**config.mk**
```make
export PLATFORM = sky130hd
export DESIGN_NAME = conv_err_check
export DESIGN_NICKNAME = d
export VERILOG_FILES = /design/src/rtl/conv_pkg.sv /design/src/rtl/err_max_cmp.sv /design/src/rtl/conv_err_check.sv
export SDC_FILE = /design/constraint.sdc
export NUM_CORES = 1
export LEC_CHECK = 0
export ABC_AREA = 1
export CORE_UTILIZATION = 56
export DETAILED_ROUTE_END_ITERATION = 7
export MAX_ROUTING_LAYER = met4
export PLACE_DENSITY_LB_ADDON = 0.1
export SLEW_MARGIN = 20
export SYNTH_ARGS = -nofsm -noshare
export SYNTH_HDL_FRONTEND = slang
export SYNTH_SLANG_ARGS = --single-unit
export TNS_END_PERCENT = 5
```
**constraint.sdc**
```tcl
create_clock -name clk_conv -period 6.7 [get_ports clk_conv]
set_input_delay 1.34 -clock clk_conv [delete_from_list [all_inputs] [get_ports clk_conv]]
set_output_delay 1.34 -clock clk_conv [all_outputs]
set_load 0.005 [all_outputs]
```
**src/rtl/conv_pkg.sv**
```systemverilog
// ---------------------------------------------------------------------------
// conv_pkg
// Shared definitions for the FastICA convergence checker (conv_err_check).
//   DATA_W   : element width, signed two's complement Q12.13
//   FRAC_W   : fractional bits (informational, no scaling is done)
//   IDX_W    : width of a row-major 4x4 element index
//   NUM_ELEM : number of elements scanned per evaluation
//   ONE_Q13  : 1.0 in Q13
//   conv_state_e : IDLE / SCAN / FIN controller states
//   clamp_nonneg : maps negative (faulty) magnitudes to zero
// ---------------------------------------------------------------------------
package conv_pkg;

    localparam int DATA_W   = 26;
    localparam int FRAC_W   = 13;
    localparam int IDX_W    = 4;
    localparam int NUM_ELEM = 16;

    localparam logic [DATA_W-1:0] ONE_Q13 = 26'd8192;

    typedef enum logic [1:0] {
        ST_IDLE = 2'd0,
        ST_SCAN = 2'd1,
        ST_FIN  = 2'd2
    } conv_state_e;

    // Upstream delivers magnitudes only, so a negative word is an arithmetic
    // fault; treat it as zero error rather than letting it win or lose a compare.
    function automatic logic [DATA_W-1:0] clamp_nonneg(input logic [DATA_W-1:0] v);
        logic [DATA_W-1:0] r;
        if (v[DATA_W-1]) begin
            r = '0;
        end else begin
            r = v;
        end
        return r;
    endfunction

endpackage

```
**src/rtl/err_max_cmp.sv**
```systemverilog
// ---------------------------------------------------------------------------
// err_max_cmp
// Combinational step of the running-maximum search: clamps the incoming
// element to >= 0 and replaces the running max only on a strictly greater
// value, so ties keep the earlier (lower) index.
// Ports:
//   elem     in  DATA_W  element under test (signed)
//   elem_idx in  IDX_W   row-major index of elem
//   cur_max  in  DATA_W  running maximum (always >= 0)
//   cur_idx  in  IDX_W   index of the running maximum
//   new_max  out DATA_W  updated maximum
//   new_idx  out IDX_W   updated index
// ---------------------------------------------------------------------------
module err_max_cmp
    import conv_pkg::*;
(
    input  logic [DATA_W-1:0] elem,
    input  logic [IDX_W-1:0]  elem_idx,
    input  logic [DATA_W-1:0] cur_max,
    input  logic [IDX_W-1:0]  cur_idx,
    output logic [DATA_W-1:0] new_max,
    output logic [IDX_W-1:0]  new_idx
);

    logic [DATA_W-1:0] clamped_s;

    // Clamp and strict-greater select of the new running maximum
    always_comb begin
        clamped_s = clamp_nonneg(elem);
        new_max   = cur_max;
        new_idx   = cur_idx;
        if ($signed(clamped_s) > $signed(cur_max)) begin
            new_max = clamped_s;
            new_idx = elem_idx;
        end else begin
            new_max = cur_max;
            new_idx = cur_idx;
        end
    end

endmodule

```
**src/rtl/conv_err_check.sv**
```systemverilog
// ---------------------------------------------------------------------------
// conv_err_check
// Convergence checker for the FastICA update loop. On start_conv (sampled in
// IDLE) it snapshots the 16 absolute-error words and the tolerance, scans one
// element per cycle for the largest clamped magnitude, then publishes
// max_err/max_idx and converged = (max <= tol), with a one-cycle done strobe.
// Start-to-done latency is 17 cycles.
//
// Optional feature macro: CONV_ITER_LIMIT_EN
//   defined   : iter_cnt counts consecutive non-converged evaluations,
//               saturating at MAX_ITER; iter_limit flags saturation.
//   undefined : iter_cnt/iter_limit are tied to 0 and clr_iter is ignored.
//
// Ports:
//   clk_conv    in   clock, rising edge
//   rstn_conv   in   asynchronous active-low reset
//   start_conv  in   evaluation request (IDLE only)
//   tol         in   DATA_W signed Q13 tolerance
//   i11..i44    in   DATA_W error elements, row-major (i11 = index 0)
//   clr_iter    in   synchronous clear of the iteration counter
//   busy        out  evaluation in progress
//   done        out  one-cycle result strobe
//   converged   out  last result, max_err <= tol
//   max_err     out  DATA_W largest clamped element
//   max_idx     out  IDX_W index of max_err
//   iter_cnt    out  ITER_W consecutive non-converged evaluations
//   iter_limit  out  iter_cnt == MAX_ITER
// ---------------------------------------------------------------------------
module conv_err_check
    import conv_pkg::*;
#(
    parameter int MAX_ITER = 255,
    parameter int ITER_W   = 8
) (
    input  logic              clk_conv,
    input  logic              rstn_conv,
    input  logic              start_conv,
    input  logic [DATA_W-1:0] tol,
    input  logic [DATA_W-1:0] i11,
    input  logic [DATA_W-1:0] i12,
    input  logic [DATA_W-1:0] i13,
    input  logic [DATA_W-1:0] i14,
    input  logic [DATA_W-1:0] i21,
    input  logic [DATA_W-1:0] i22,
    input  logic [DATA_W-1:0] i23,
    input  logic [DATA_W-1:0] i24,
    input  logic [DATA_W-1:0] i31,
    input  logic [DATA_W-1:0] i32,
    input  logic [DATA_W-1:0] i33,
    input  logic [DATA_W-1:0] i34,
    input  logic [DATA_W-1:0] i41,
    input  logic [DATA_W-1:0] i42,
    input  logic [DATA_W-1:0] i43,
    input  logic [DATA_W-1:0] i44,
    input  logic              clr_iter,
    output logic              busy,
    output logic              done,
    output logic              converged,
    output logic [DATA_W-1:0] max_err,
    output logic [IDX_W-1:0]  max_idx,
    output logic [ITER_W-1:0] iter_cnt,
    output logic              iter_limit
);

    localparam logic [IDX_W-1:0] LAST_IDX = IDX_W'(NUM_ELEM - 1);

    conv_state_e       state_r;
    conv_state_e       state_n;

    logic [DATA_W-1:0] snap_s [NUM_ELEM];
    logic [DATA_W-1:0] elem_r [NUM_ELEM];
    logic [DATA_W-1:0] tol_r;
    logic [DATA_W-1:0] run_max_r;
    logic [IDX_W-1:0]  run_idx_r;
    logic [IDX_W-1:0]  idx_r;
    logic [DATA_W-1:0] cmp_max_s;
    logic [IDX_W-1:0]  cmp_idx_s;
    logic              conv_s;

    logic              busy_r;
    logic              done_r;
    logic              conv_r;
    logic [DATA_W-1:0] max_err_r;
    logic [IDX_W-1:0]  max_idx_r;

    // Row-major view of the input matrix
    always_comb begin
        snap_s[0]  = i11;  snap_s[1]  = i12;  snap_s[2]  = i13;  snap_s[3]  = i14;
        snap_s[4]  = i21;  snap_s[5]  = i22;  snap_s[6]  = i23;  snap_s[7]  = i24;
        snap_s[8]  = i31;  snap_s[9]  = i32;  snap_s[10] = i33;  snap_s[11] = i34;
        snap_s[12] = i41;  snap_s[13] = i42;  snap_s[14] = i43;  snap_s[15] = i44;
    end

    err_max_cmp u_cmp (
        .elem     (elem_r[idx_r]),
        .elem_idx (idx_r),
        .cur_max  (run_max_r),
        .cur_idx  (run_idx_r),
        .new_max  (cmp_max_s),
        .new_idx  (cmp_idx_s)
    );

    // run_max_r is never negative, so a negative tolerance only passes when
    // it is not below the (zero) maximum, which the signed compare handles.
    assign conv_s = ($signed(run_max_r) <= $signed(tol_r));

    // FSM state register
    always_ff @(posedge clk_conv or negedge rstn_conv) begin
        if (!rstn_conv) begin
            state_r <= ST_IDLE;
        end else begin
            state_r <= state_n;
        end
    end

    // FSM next-state logic
    always_comb begin
        state_n = state_r;
        case (state_r)
            ST_IDLE: begin
                if (start_conv) begin
                    state_n = ST_SCAN;
                end else begin
                    state_n = ST_IDLE;
                end
            end
            ST_SCAN: begin
                if (idx_r == LAST_IDX) begin
                    state_n = ST_FIN;
                end else begin
                    state_n = ST_SCAN;
                end
            end
            ST_FIN:  state_n = ST_IDLE;
            default: state_n = ST_IDLE;
        endcase
    end

    // Snapshot and scan datapath
    always_ff @(posedge clk_conv or negedge rstn_conv) begin
        if (!rstn_conv) begin
            for (int k = 0; k < NUM_ELEM; k++) begin
                elem_r[k] <= '0;
            end
            tol_r     <= '0;
            run_max_r <= '0;
            run_idx_r <= '0;
            idx_r     <= '0;
        end else begin
            case (state_r)
                ST_IDLE: begin
                    if (start_conv) begin
                        for (int k = 0; k < NUM_ELEM; k++) begin
                            elem_r[k] <= snap_s[k];
                        end
                        tol_r     <= tol;
                        run_max_r <= '0;
                        run_idx_r <= '0;
                        idx_r     <= '0;
                    end
                end
                ST_SCAN: begin
                    run_max_r <= cmp_max_s;
                    run_idx_r <= cmp_idx_s;
                    idx_r     <= idx_r + 4'd1;
                end
                default: begin
                    idx_r <= idx_r;
                end
            endcase
        end
    end

    // Status and result registers
    always_ff @(posedge clk_conv or negedge rstn_conv) begin
        if (!rstn_conv) begin
            busy_r    <= 1'b0;
            done_r    <= 1'b0;
            conv_r    <= 1'b0;
            max_err_r <= '0;
            max_idx_r <= '0;
        end else begin
            done_r <= (state_r == ST_FIN);
            case (state_r)
                ST_IDLE: begin
                    if (start_conv) begin
                        busy_r <= 1'b1;
                    end
                end
                ST_FIN: begin
                    busy_r    <= 1'b0;
                    conv_r    <= conv_s;
                    max_err_r <= run_max_r;
                    max_idx_r <= run_idx_r;
                end
                default: begin
                    busy_r <= busy_r;
                end
            endcase
        end
    end

    assign busy      = busy_r;
    assign done      = done_r;
    assign converged = conv_r;
    assign max_err   = max_err_r;
    assign max_idx   = max_idx_r;

`ifdef CONV_ITER_LIMIT_EN
    localparam logic [ITER_W-1:0] MAX_ITER_V = ITER_W'(MAX_ITER);

    logic [ITER_W-1:0] iter_r;
    logic [ITER_W-1:0] iter_n;
    logic              limit_r;

    // Iteration counter next value; an external clear beats the FIN update
    always_comb begin
        iter_n = iter_r;
        if (clr_iter) begin
            iter_n = '0;
        end else if (state_r == ST_FIN) begin
            if (conv_s) begin
                iter_n = '0;
            end else if (iter_r == MAX_ITER_V) begin
                iter_n = iter_r;
            end else begin
                iter_n = iter_r + 1'b1;
            end
        end else begin
            iter_n = iter_r;
        end
    end

    // Counter and limit flag; the flag compares the value being loaded so
    // both outputs change on the same edge
    always_ff @(posedge clk_conv or negedge rstn_conv) begin
        if (!rstn_conv) begin
            iter_r  <= '0;
            limit_r <= 1'b0;
        end else begin
            iter_r  <= iter_n;
            limit_r <= (iter_n == MAX_ITER_V);
        end
    end

    assign iter_cnt   = iter_r;
    assign iter_limit = limit_r;
`else
    logic unused_clr_iter;

    assign unused_clr_iter = clr_iter;
    assign iter_cnt        = '0;
    assign iter_limit      = 1'b0;
`endif

endmodule

```
## After elaboration in Yosys (flattened, before gate mapping)

Index checks and enable logic that the tools add are counted.

- Register bits after elaboration: 511
- Input bits: 446
- Word-level logic and storage cells: 59
- Output and inout bits: 42
- Bits in latches: 0
- Memory bits (read-only): 0
- RAM bits: 0
- Memories kept: 0

- Shift-type cells: 0
- $mul: 0
- Add/subtract/negate cells: 1
- Mux-type cells: 16
- Reductions and logical operators: 7
- Magnitude comparators: 3
- Equality and inequality tests: 5
- Div/mod/pow operators: 0
- Bitwise gates (word level): 1

Operators by type and width:

| cell | number |
|---|---|
| binary-select mux 26 bit (select 4 bit) | 1 |
| two-way mux 26 bit | 4 |
| one-hot mux 26 bit (2 select lines) | 1 |
| > comparator 26 bit | 1 |
| less-or-equal comparator 26 bit | 1 |
| two-way mux 25 bit | 1 |
| one-hot mux 4 bit (2 select lines) | 2 |
| two-way mux 4 bit | 2 |
| AND reduction 2 bit | 3 |
| >= comparator 5 bit (second input constant) | 1 |
| inverter 4 -> 5 bit | 1 |
| adder 4 x 1 -> 4 bit (second input constant) | 1 |
| equality test 4 bit (second input constant) | 1 |
| one-hot mux 2 bit (2 select lines) | 1 |
| nonzero test 2 bit | 2 |
| AND reduction 3 bit | 1 |
| equality test 2 x 1 -> 1 bit (second input constant) | 1 |
| equality test 2 bit (second input constant) | 1 |
| logical NOT 2 bit | 1 |
| two-way mux 1 bit | 2 |
| two-way mux 2 bit | 1 |
| inequality test 2 x 1 -> 1 bit (second input constant) | 1 |
| inequality test 2 bit (second input constant) | 1 |
| one-hot mux 1 bit (2 select lines) | 1 |

## Longest topological paths before layout

Gate-level depths: netlist of the first run.

- Depth in word-level cells: 8
- Mapped depth: 28
- Gate-level depth less buffers: 23

## Hierarchy

Synthesis of the first run repeated with hierarchy kept, for this count alone.

- Cells, all modules: 2,348
- Area, all modules: 26,098.8 µm²

By module, submodules not included:

| module | times used | area an instance (µm²) | cells an instance | seq. area each (µm²) |
|---|---|---|---|---|
| conv_err_check | 1 | 24,742.5 | 2,073 | 12,787.3 |
| err_max_cmp | 1 | 1,356.3 | 275 | 0.0 |

## Worst setup path before layout of the first run

Ideal clock, no wire load.

- Kind: register to register
- From: register idx_r[0]
- To: register run_max_r[21]
- Setup slack: 3,887 ps
- Arrival time: 2,696 ps
- Required time: 6,583 ps
- Cell stages (with the launch flop): 25
- Setup time: 117 ps
- Period minus slack after synthesis: 2,813 ps
- Buffers on the path: 6
- Cell sequence: dfrtp_1 > buf_6 > buf_6 > buf_8 > buf_6 > nor2_1 > nor2_1 > o21ai_0 > nand3_1 > nand2_1 > nand2_1 > nand2_1 > inv_1 > ha_1 > inv_1 > nor2_1 > nand3_1 > nor2_1 > a21oi_1 > nand2_1 > nand2_1 > buf_2 > buf_4 > nand2_1 > nand2_1

- Word-level cells in the longest chain between the ends: 8
- Elaborated cells between the ends (all ways): 10
- Classes of those cells: order compare: 1; eq/ne: 1; mux: 6; bitwise: 1; reduce/logical: 1

RTL lines:

| element | line | source |
|---|---|---|
| start, declared | conv_err_check.sv:75 | `logic [IDX_W-1:0] idx_r;` |
| start signal, assigned | conv_err_check.sv:165 | `idx_r <= idx_r + 4'd1;` |
| start signal, assigned | conv_err_check.sv:168 | `idx_r <= idx_r;` |
| inverter 4 -> 5 bit (implied by the code) (*) | conv_err_check.sv:95 | `.elem (elem_r[idx_r]),` |
| binary-select mux 26 bit (select 4 bit) (*) | conv_err_check.sv:95 |  |
| two-way mux 26 bit (implied by the code) (*) (2 in a row) | conv_err_check.sv:95 |  |
| two-way mux 25 bit (*) | conv_pkg.sv:31 | `if (v[DATA_W-1]) begin` |
| > comparator 26 bit | err_max_cmp.sv:32 | `if ($signed(clamped_s) > $signed(cur_max)) begin` |
| inequality test 2 x 1 -> 1 bit (no line) | - |  |
| AND reduction 3 bit (no line) | - |  |
| end signal, assigned | conv_err_check.sv:163 | `run_max_r <= cmp_max_s;` |
| end, declared | conv_err_check.sv:73 | `logic [DATA_W-1:0] run_max_r;` |

Mark *: on every way between the ends. The rest lies on a longest branch, timed or not. The select of a mux whose other input is x is not followed.
A chain may end at the register's enable or synchronous reset.

## Worst setup path after layout of the first run

- From: register idx_r[0]
- To: register run_max_r[15]

The elaborated chain is that of the path after synthesis.

==> run_summary.xml, run 1 <==
<?xml version="1.0" encoding="UTF-8"?>
<metrics>
  <group name="run_status">
    <metric name="run_status" unit="">finished clean</metric>
  </group>
  <group name="sta">
    <metric name="period_needed" unit="ps">5360</metric>
    <metric name="finalSetupTns" unit="ps">0</metric>
    <metric name="clock-skew-final" unit="ps">16.1</metric>
    <metric name="fmaxAchievable" unit="MHz">186</metric>
    <metric name="worst_slew_margin_rel" unit="%">28.4</metric>
    <metric name="finalSetupViolations" unit="">0</metric>
    <metric name="finalCritPeriodShare" unit="%">80.0</metric>
    <metric name="grt_setup_unrepaired" unit="">false</metric>
    <metric name="timing.final.max_slew_violations" unit="">0</metric>
    <metric name="hold_slack" unit="ps">475</metric>
    <metric name="worst-slew-pin-transition" unit="ps">1070</metric>
    <metric name="final_hold_vios" unit="">0</metric>
  </group>
  <group name="worst_setup_path">
    <metric name="crit_required" unit="ps">7230</metric>
    <metric name="cp_data_arrival_time" unit="ps">5890</metric>
    <metric name="crit_slowest_cell" unit="">dfrtp_4</metric>
    <metric name="cell_by_cell_trace_of_the_critical_path" unit="">inv_6, o21ai_0, nand3_1, nand2_1, nand2_1, nand2_1, inv_1, ha_1, nand2_1, nor2_1, nand3_1, nor2_1, nand2_1, nand3_1, nand2_1, nand2_1, nand2_1, nand2_1</metric>
    <metric name="critical-path-max-stage-delay" unit="ps">1030</metric>
    <metric name="worst-path-max-fanout" unit="">128</metric>
    <metric name="worst_setup_path_end_kind" unit="">flop</metric>
    <metric name="crit_path_frequent_cell" unit="">nand2_1</metric>
    <metric name="path_type_of_the_worst_setup_path" unit="">reg -&gt; reg</metric>
    <metric name="timing.critical_path.from_type" unit="">flop</metric>
  </group>
  <group name="clock_tree">
    <metric name="cts-root-to-sink-buffers" unit="">3</metric>
    <metric name="cts.reportedPaths.clkPinSlew" unit="ps">60</metric>
    <metric name="clk-insertion-delay-late" unit="ps">610</metric>
    <metric name="ctsResizeCount" unit="">0</metric>
    <metric name="cts_tree" unit="">done</metric>
    <metric name="post-cts-setup-buffer-count" unit="">0</metric>
    <metric name="number_of_clock_sinks_seen_by_cts" unit="">509</metric>
    <metric name="clock_tree.htree_level_count" unit="">2</metric>
    <metric name="cts_hold_repair.buffers" unit="">0</metric>
    <metric name="clockRootBuffer" unit="">clkbuf_16</metric>
    <metric name="inserted_clock_buffers" unit="">53</metric>
  </group>
  <group name="yosys">
    <metric name="synth.yosys.seq_area_share" unit="%">51.6</metric>
    <metric name="synth_area_leaders" unit="">dfrtp_1 (52%), nand2_1 (26%), o21ai_0 (3.9%)</metric>
    <metric name="ys_warn_count" unit="">0</metric>
    <metric name="synth.top_cell.area_share" unit="%">51.6</metric>
    <metric name="syn_inst" unit="">3308</metric>
    <metric name="netlist-cell-type-count" unit="">29</metric>
    <metric name="postSynthRegisterBits" unit="">509</metric>
    <metric name="yosys.area.top_type" unit="">dfrtp_1</metric>
    <metric name="syn-mean-instance-area" unit="sq um">7.46</metric>
    <metric name="post_synth_instance_area" unit="sq mm">0.0247</metric>
  </group>
  <group name="hold_path">
    <metric name="holdCritPathClass" unit="">reg -&gt; reg</metric>
  </group>
  <group name="placed_design">
    <metric name="io_buffer_count" unit="">476</metric>
    <metric name="place_congestion" unit="">0.968</metric>
    <metric name="detailed_place_hpwl" unit="mm">58.0</metric>
  </group>
  <group name="route">
    <metric name="vias" unit="">23300</metric>
    <metric name="drtAntennaViolNets" unit="">0</metric>
    <metric name="wl" unit="mm">82.2</metric>
    <metric name="routed_wire_length_per_instance" unit="microns">19.1</metric>
    <metric name="via_per_instance_ratio" unit="">5.41</metric>
    <metric name="initial_detailed_routing_violation_count" unit="">2994</metric>
    <metric name="drc" unit="">0</metric>
    <metric name="drt_pre_antenna_iters" unit="">6</metric>
  </group>
  <group name="flow_run">
    <metric name="max_cap_viol_count" unit="">0</metric>
  </group>
  <group name="power">
    <metric name="comb_power_share" unit="%">45.6</metric>
    <metric name="p_leak" unit="nW">15.9</metric>
    <metric name="worst_ir_drop_vdd" unit="mV">0.537</metric>
    <metric name="switching_share" unit="%">43.8</metric>
    <metric name="seq_power_share" unit="%">34.7</metric>
    <metric name="p_per_area" unit="mW/mm^2">489</metric>
    <metric name="internal_power" unit="mW">8.58</metric>
    <metric name="pwr-share-clk" unit="%">19.8</metric>
    <metric name="p_switching" unit="mW">6.69</metric>
  </group>
  <group name="die">
    <metric name="core_area" unit="sq mm">0.0433</metric>
    <metric name="dieArea" unit="sq mm">0.0449</metric>
    <metric name="die_w" unit="microns">212</metric>
    <metric name="design.portCount" unit="">488</metric>
    <metric name="fp-row-count" unit="">76</metric>
    <metric name="dieHeight" unit="microns">212</metric>
    <metric name="initial_core_util" unit="%">57.0</metric>
  </group>
  <group name="finish">
    <metric name="finish.net_count" unit="">4162</metric>
    <metric name="final_layout_size_suffix_gt1_share" unit="%">3.05</metric>
    <metric name="most_used_cells_in_the_layout_excluding_fill_and_tap_cells" unit="">nand2_1 (1680), dfrtp_1 (507), clkdlybuf4s50_1 (475)</metric>
    <metric name="seq_area" unit="sq mm">0.0127</metric>
    <metric name="syn2layout_area_growth" unit="%">26.5</metric>
    <metric name="multiInputGateArea" unit="sq mm">0.0103</metric>
    <metric name="layout_commonest_cell" unit="">nand2_1</metric>
    <metric name="num-fill-cells" unit="">3475</metric>
  </group>
  <group name="global_routing">
    <metric name="antenna_violations_before_repair" unit="">10</metric>
    <metric name="grt.overflow.total" unit="">0</metric>
    <metric name="pin_count_of_the_biggest_net_entering_global_routing" unit="">201</metric>
    <metric name="via_count_of_the_first_global_routing_pass" unit="">21800</metric>
    <metric name="track_usage" unit="%">37.8</metric>
    <metric name="grt_pass1_wl" unit="mm">123</metric>
  </group>
</metrics>
## cell type report
class	count	share of cell area, %
multi-input cells	2440	33.0
clock inverters	12	0.617
inverters	162	1.99
diodes	10	0.0802
well taps	585	2.35
clock buffers	83	5.03
flip-flops and latches	509	40.8
repair buffers	499	16.1
## flip-flops by register name, indices dropped and copies added (netlist names)
register and count:
elem_r 416, tol_r 26, max_err 25, run_max_r 25, idx_r 4, max_idx 4
run_idx_r 4, state_r 2, busy 1, converged 1, done 1
## worst max-delay path: cells and delay by family, from the launching register on
family                   cells  cell delay [ps]
AND/OR/NAND/NOR             14             2410
flip-flops                   1             1030
adder cells (fa/ha/maj)      1              290
AO/OA/AOI/OAI                1              820
buffers and inverters        2              630
## metrics by stage
stage | utilization (%) | power (mW) | instances | instance area, sq um | setup slack (ps)
floorplan | - | 9.79 | 3317 | 24700 | 3890
global placement | 68.0 | 11.8 | 4195 | 29400 | 1670
detailed placement | 68.0 | 12.1 | 4195 | 29400 | 1600
CTS | 72.1 | 15.2 | 4290 | 31200 | 1570
global route | 72.1 | 16.3 | 4300 | 31200 | 1060
finish | 72.1 | 15.3 | 4300 | 31200 | 1340
## cell usage after synthesis, drive strengths merged
cell	count
dfrtp	509
clkbuf	121
a21o	2
nor4	1
xor2	1
inv	162
nor2	187
nand2	1682
o22ai	1
a22oi	2
o21ai	212
o21a	1
nand4	4
conb	1
nand3	171
a21oi	112
o211ai	2
buf	85
ha	51
and3	1
## power by group through the flow
stage          registers [mW]  clock network [mW]  logic, mW
2_1_floorplan            5.02                   0       4.77
3_3_place_gp             5.25                   0       6.59
3_5_place_dp             5.31                   0       6.80
4_1_cts                  5.28                3.04       6.86
5_1_grt                  5.44                3.17       7.74
6_report                 5.30                3.02       6.96
## cells by family after synthesis
family / synth area share, %
simple gates: 32.1
flops: 51.6
buf+inv: 6.81
compound gates: 6.81
fa+ha+maj: 2.59
xor+xnor: 0.0355
other cells: 0.0152
## routing by layer
layer	part of all wire, %	track usage (%)	wire length (microns)	vias up
li1	-	-	-	11000
met1	42	52.8	34600	11000
met2	45	54.2	36600	1120
met3	8.3	4.85	6860	162
met4	5.0	19.3	4140	0
met5	0	-	0	-
## final timing paths
path                             start            end  slack (ps)  cells past startpoint
min                        elem_r[392]    elem_r[392]         470                      2
max reg2reg                   idx_r[0]  run_max_r[15]        1340                     18
min reg2reg                elem_r[392]    elem_r[392]         470                      2
max in group asynchronous    rstn_conv    elem_r[239]        4460                      2
max                           idx_r[0]  run_max_r[15]        1340                     18
min in group asynchronous    rstn_conv      tol_r[16]         790                      1
Note: power is estimated with default switching activity, not from simulation.
==> run 2: changes to the inputs <==
--- a/config.mk
+++ b/config.mk
@@ -6,7 +6,7 @@
 export NUM_CORES = 1
 export LEC_CHECK = 0
 export ABC_AREA = 1
-export CORE_UTILIZATION = 56
+export CORE_UTILIZATION = 47
 export DETAILED_ROUTE_END_ITERATION = 7
 export MAX_ROUTING_LAYER = met4
 export PLACE_DENSITY_LB_ADDON = 0.1
==> constraint.sdc (replaced) <==
create_clock -name clk_conv -period 4.89 [get_ports clk_conv]
set_input_delay 0.978 -clock clk_conv [delete_from_list [all_inputs] [get_ports clk_conv]]
set_output_delay 0.978 -clock clk_conv [all_outputs]
set_load 0.005 [all_outputs]
==> run_summary.xml, run 2 (synthesis results as in run 1) <==
<?xml version="1.0" encoding="UTF-8"?>
<metrics>
  <group name="worst_setup_path">
    <metric name="setup.worst_path.start" unit="">idx_r[0]</metric>
    <metric name="worst-path-max-fanout" unit="">54</metric>
    <metric name="r2r-start" unit="">idx_r[0]</metric>
    <metric name="path_type_of_the_worst_setup_path" unit="">reg -&gt; reg</metric>
    <metric name="crit_slowest_cell" unit="">dfrtp_4</metric>
    <metric name="cell_by_cell_trace_of_the_critical_path" unit="">inv_4, buf_4, o21ai_0, nand3_1, nand2_1, nand2_1, nand2_1, inv_1, ha_1, nand2_1, inv_1, a21oi_1, nor2_1, nor2_1, nand3_1, nand2_1, nand2_1, buf_4, nand2_1, nand2_1</metric>
    <metric name="crit_path_frequent_cell" unit="">nand2_1</metric>
    <metric name="critical-path-max-stage-delay" unit="ps">820</metric>
    <metric name="worstSetupEndpoint" unit="">run_max_r[2]</metric>
    <metric name="critical_path_depth" unit="">20</metric>
    <metric name="timing.critical_path.from_type" unit="">flop</metric>
    <metric name="crit_required" unit="ps">5370</metric>
    <metric name="critPathTopFamily" unit="">simple AND/OR/NAND/NOR gates</metric>
    <metric name="worst_setup_path_end_kind" unit="">flop</metric>
    <metric name="critical_path.n_buffers_inverters" unit="">5</metric>
    <metric name="reg2reg_to" unit="">run_max_r[2]</metric>
    <metric name="ff2ff_path_depth" unit="">20</metric>
    <metric name="worst-r2r-setup-slack" unit="ps">780</metric>
    <metric name="cp_data_arrival_time" unit="ps">4600</metric>
  </group>
  <group name="clock_tree">
    <metric name="clk-insertion-delay-late" unit="ps">610</metric>
    <metric name="cts_hold_repair.buffers" unit="">0</metric>
    <metric name="cts-root-to-sink-buffers" unit="">3</metric>
    <metric name="clock_tree.htree_level_count" unit="">2</metric>
    <metric name="post-cts-setup-buffer-count" unit="">0</metric>
    <metric name="ctsResizeCount" unit="">0</metric>
    <metric name="number_of_clock_sinks_seen_by_cts" unit="">509</metric>
    <metric name="cts_tree" unit="">done</metric>
    <metric name="clockRootBuffer" unit="">clkbuf_16</metric>
    <metric name="inserted_clock_buffers" unit="">55</metric>
    <metric name="cts.reportedPaths.clkPinSlew" unit="ps">60</metric>
  </group>
  <group name="sta">
    <metric name="finalSetupTns" unit="ps">0</metric>
    <metric name="worst_slew_margin_rel" unit="%">28.5</metric>
    <metric name="timing.final.max_slew_violations" unit="">0</metric>
    <metric name="worst-slew-pin-transition" unit="ps">1070</metric>
    <metric name="finalSetupViolations" unit="">0</metric>
    <metric name="final_hold_vios" unit="">0</metric>
    <metric name="clock-skew-final" unit="ps">18.2</metric>
    <metric name="finalCritPeriodShare" unit="%">84.1</metric>
    <metric name="fmaxAchievable" unit="MHz">243</metric>
    <metric name="period_needed" unit="ps">4110</metric>
    <metric name="grt_setup_unrepaired" unit="">false</metric>
  </group>
  <group name="die">
    <metric name="fp-row-count" unit="">83</metric>
    <metric name="die_w" unit="microns">231</metric>
    <metric name="initial_core_util" unit="%">47.8</metric>
    <metric name="dieHeight" unit="microns">231</metric>
    <metric name="design.portCount" unit="">488</metric>
    <metric name="core_area" unit="sq mm">0.0516</metric>
    <metric name="dieArea" unit="sq mm">0.0534</metric>
  </group>
  <group name="global_routing">
    <metric name="antenna_violations_before_repair" unit="">11</metric>
    <metric name="track_usage" unit="%">32.9</metric>
    <metric name="grt.overflow.total" unit="">0</metric>
    <metric name="grt_pass1_wl" unit="mm">129</metric>
    <metric name="pin_count_of_the_biggest_net_entering_global_routing" unit="">224</metric>
    <metric name="via_count_of_the_first_global_routing_pass" unit="">22200</metric>
  </group>
  <group name="power">
    <metric name="p_per_area" unit="mW/mm^2">667</metric>
    <metric name="p_leak" unit="nW">16.0</metric>
    <metric name="worst_ir_drop_vdd" unit="mV">0.497</metric>
    <metric name="power" unit="mW">21.0</metric>
  </group>
  <group name="placed_design">
    <metric name="place_congestion" unit="">0.952</metric>
    <metric name="detailed_place_hpwl" unit="mm">61.8</metric>
    <metric name="io_buffer_count" unit="">476</metric>
  </group>
  <group name="finish">
    <metric name="syn2layout_area_growth" unit="%">27.9</metric>
    <metric name="num-fill-cells" unit="">4751</metric>
    <metric name="finish.net_count" unit="">4183</metric>
    <metric name="most_used_cells_in_the_layout_excluding_fill_and_tap_cells" unit="">nand2_1 (1680), dfrtp_1 (507), clkdlybuf4s50_1 (475)</metric>
    <metric name="post-route-util" unit="%">61.1</metric>
    <metric name="reg_with_most_ffs" unit="">elem_r</metric>
    <metric name="reg.largest.list" unit="">elem_r: 416 flops, tol_r: 26 flops</metric>
    <metric name="final_layout_size_suffix_gt1_share" unit="%">3.76</metric>
    <metric name="layout_commonest_cell" unit="">nand2_1</metric>
    <metric name="largest_register_ff_count" unit="">416</metric>
  </group>
  <group name="hold_path">
    <metric name="holdCritPathClass" unit="">in -&gt; async</metric>
  </group>
  <group name="route">
    <metric name="routed_wire_length_per_instance" unit="microns">19.2</metric>
    <metric name="drc" unit="">0</metric>
    <metric name="initial_detailed_routing_violation_count" unit="">2118</metric>
    <metric name="via_per_instance_ratio" unit="">5.16</metric>
    <metric name="vias" unit="">22800</metric>
    <metric name="drt_pre_antenna_iters" unit="">6</metric>
    <metric name="drtAntennaViolNets" unit="">0</metric>
    <metric name="wl" unit="mm">84.9</metric>
  </group>
  <group name="run_status">
    <metric name="run_status" unit="">finished clean</metric>
  </group>
  <group name="flow_run">
    <metric name="max_cap_viol_count" unit="">0</metric>
  </group>
</metrics>
[run 2: power by group]
group | switching [mW] | internal [mW] | total [mW]
sequential | 1.05 | 6.14 | 7.18
combinational | 6.44 | 3.32 | 9.76
clock | 1.71 | 2.39 | 4.10
[run 2: worst min-delay path by stage]
stage                        endpoint         from  cells past startpoint
after CTS                 max_err[15]    rstn_conv                      1
after global placement    elem_r[115]  elem_r[115]                      2
after global routing      max_err[15]    rstn_conv                      1
final                     max_err[15]    rstn_conv                      1
after floorplan           elem_r[104]  elem_r[104]                      2
after detailed placement  elem_r[323]  elem_r[323]                      2
[run 2: metal layers]
layer  part of all wire (%)  up-vias  track usage [%]
li1                       -    11000                -
met1                     43    10700             44.9
met2                     44      922             47.0
met3                    7.6      167             5.71
met4                    5.4        0             16.8
met5                      0        -                -
[run 2: cell type report]
cell class	count	area, sq um	share of cell area, %
flip-flops and latches	509	12700	40.4
well taps	680	851	2.70
diodes	11	27.5	0.0872
clock buffers	84	1670	5.29
inverters	162	618	1.96
multi-input cells	2440	10300	32.6
repair buffers	518	5250	16.6
clock inverters	15	105	0.333
[run 2: through the flow]
step           area, sq um  setup WS, ps  hold WS (ps)  instances
2_1_floorplan        24700          2080           444       3317
3_3_place_gp         29800           958           456       4309
3_5_place_dp         29800           881           460       4309
4_1_cts              31500           845           420       4408
5_1_grt              31600           298           455       4419
6_report             31600           775           377       4419
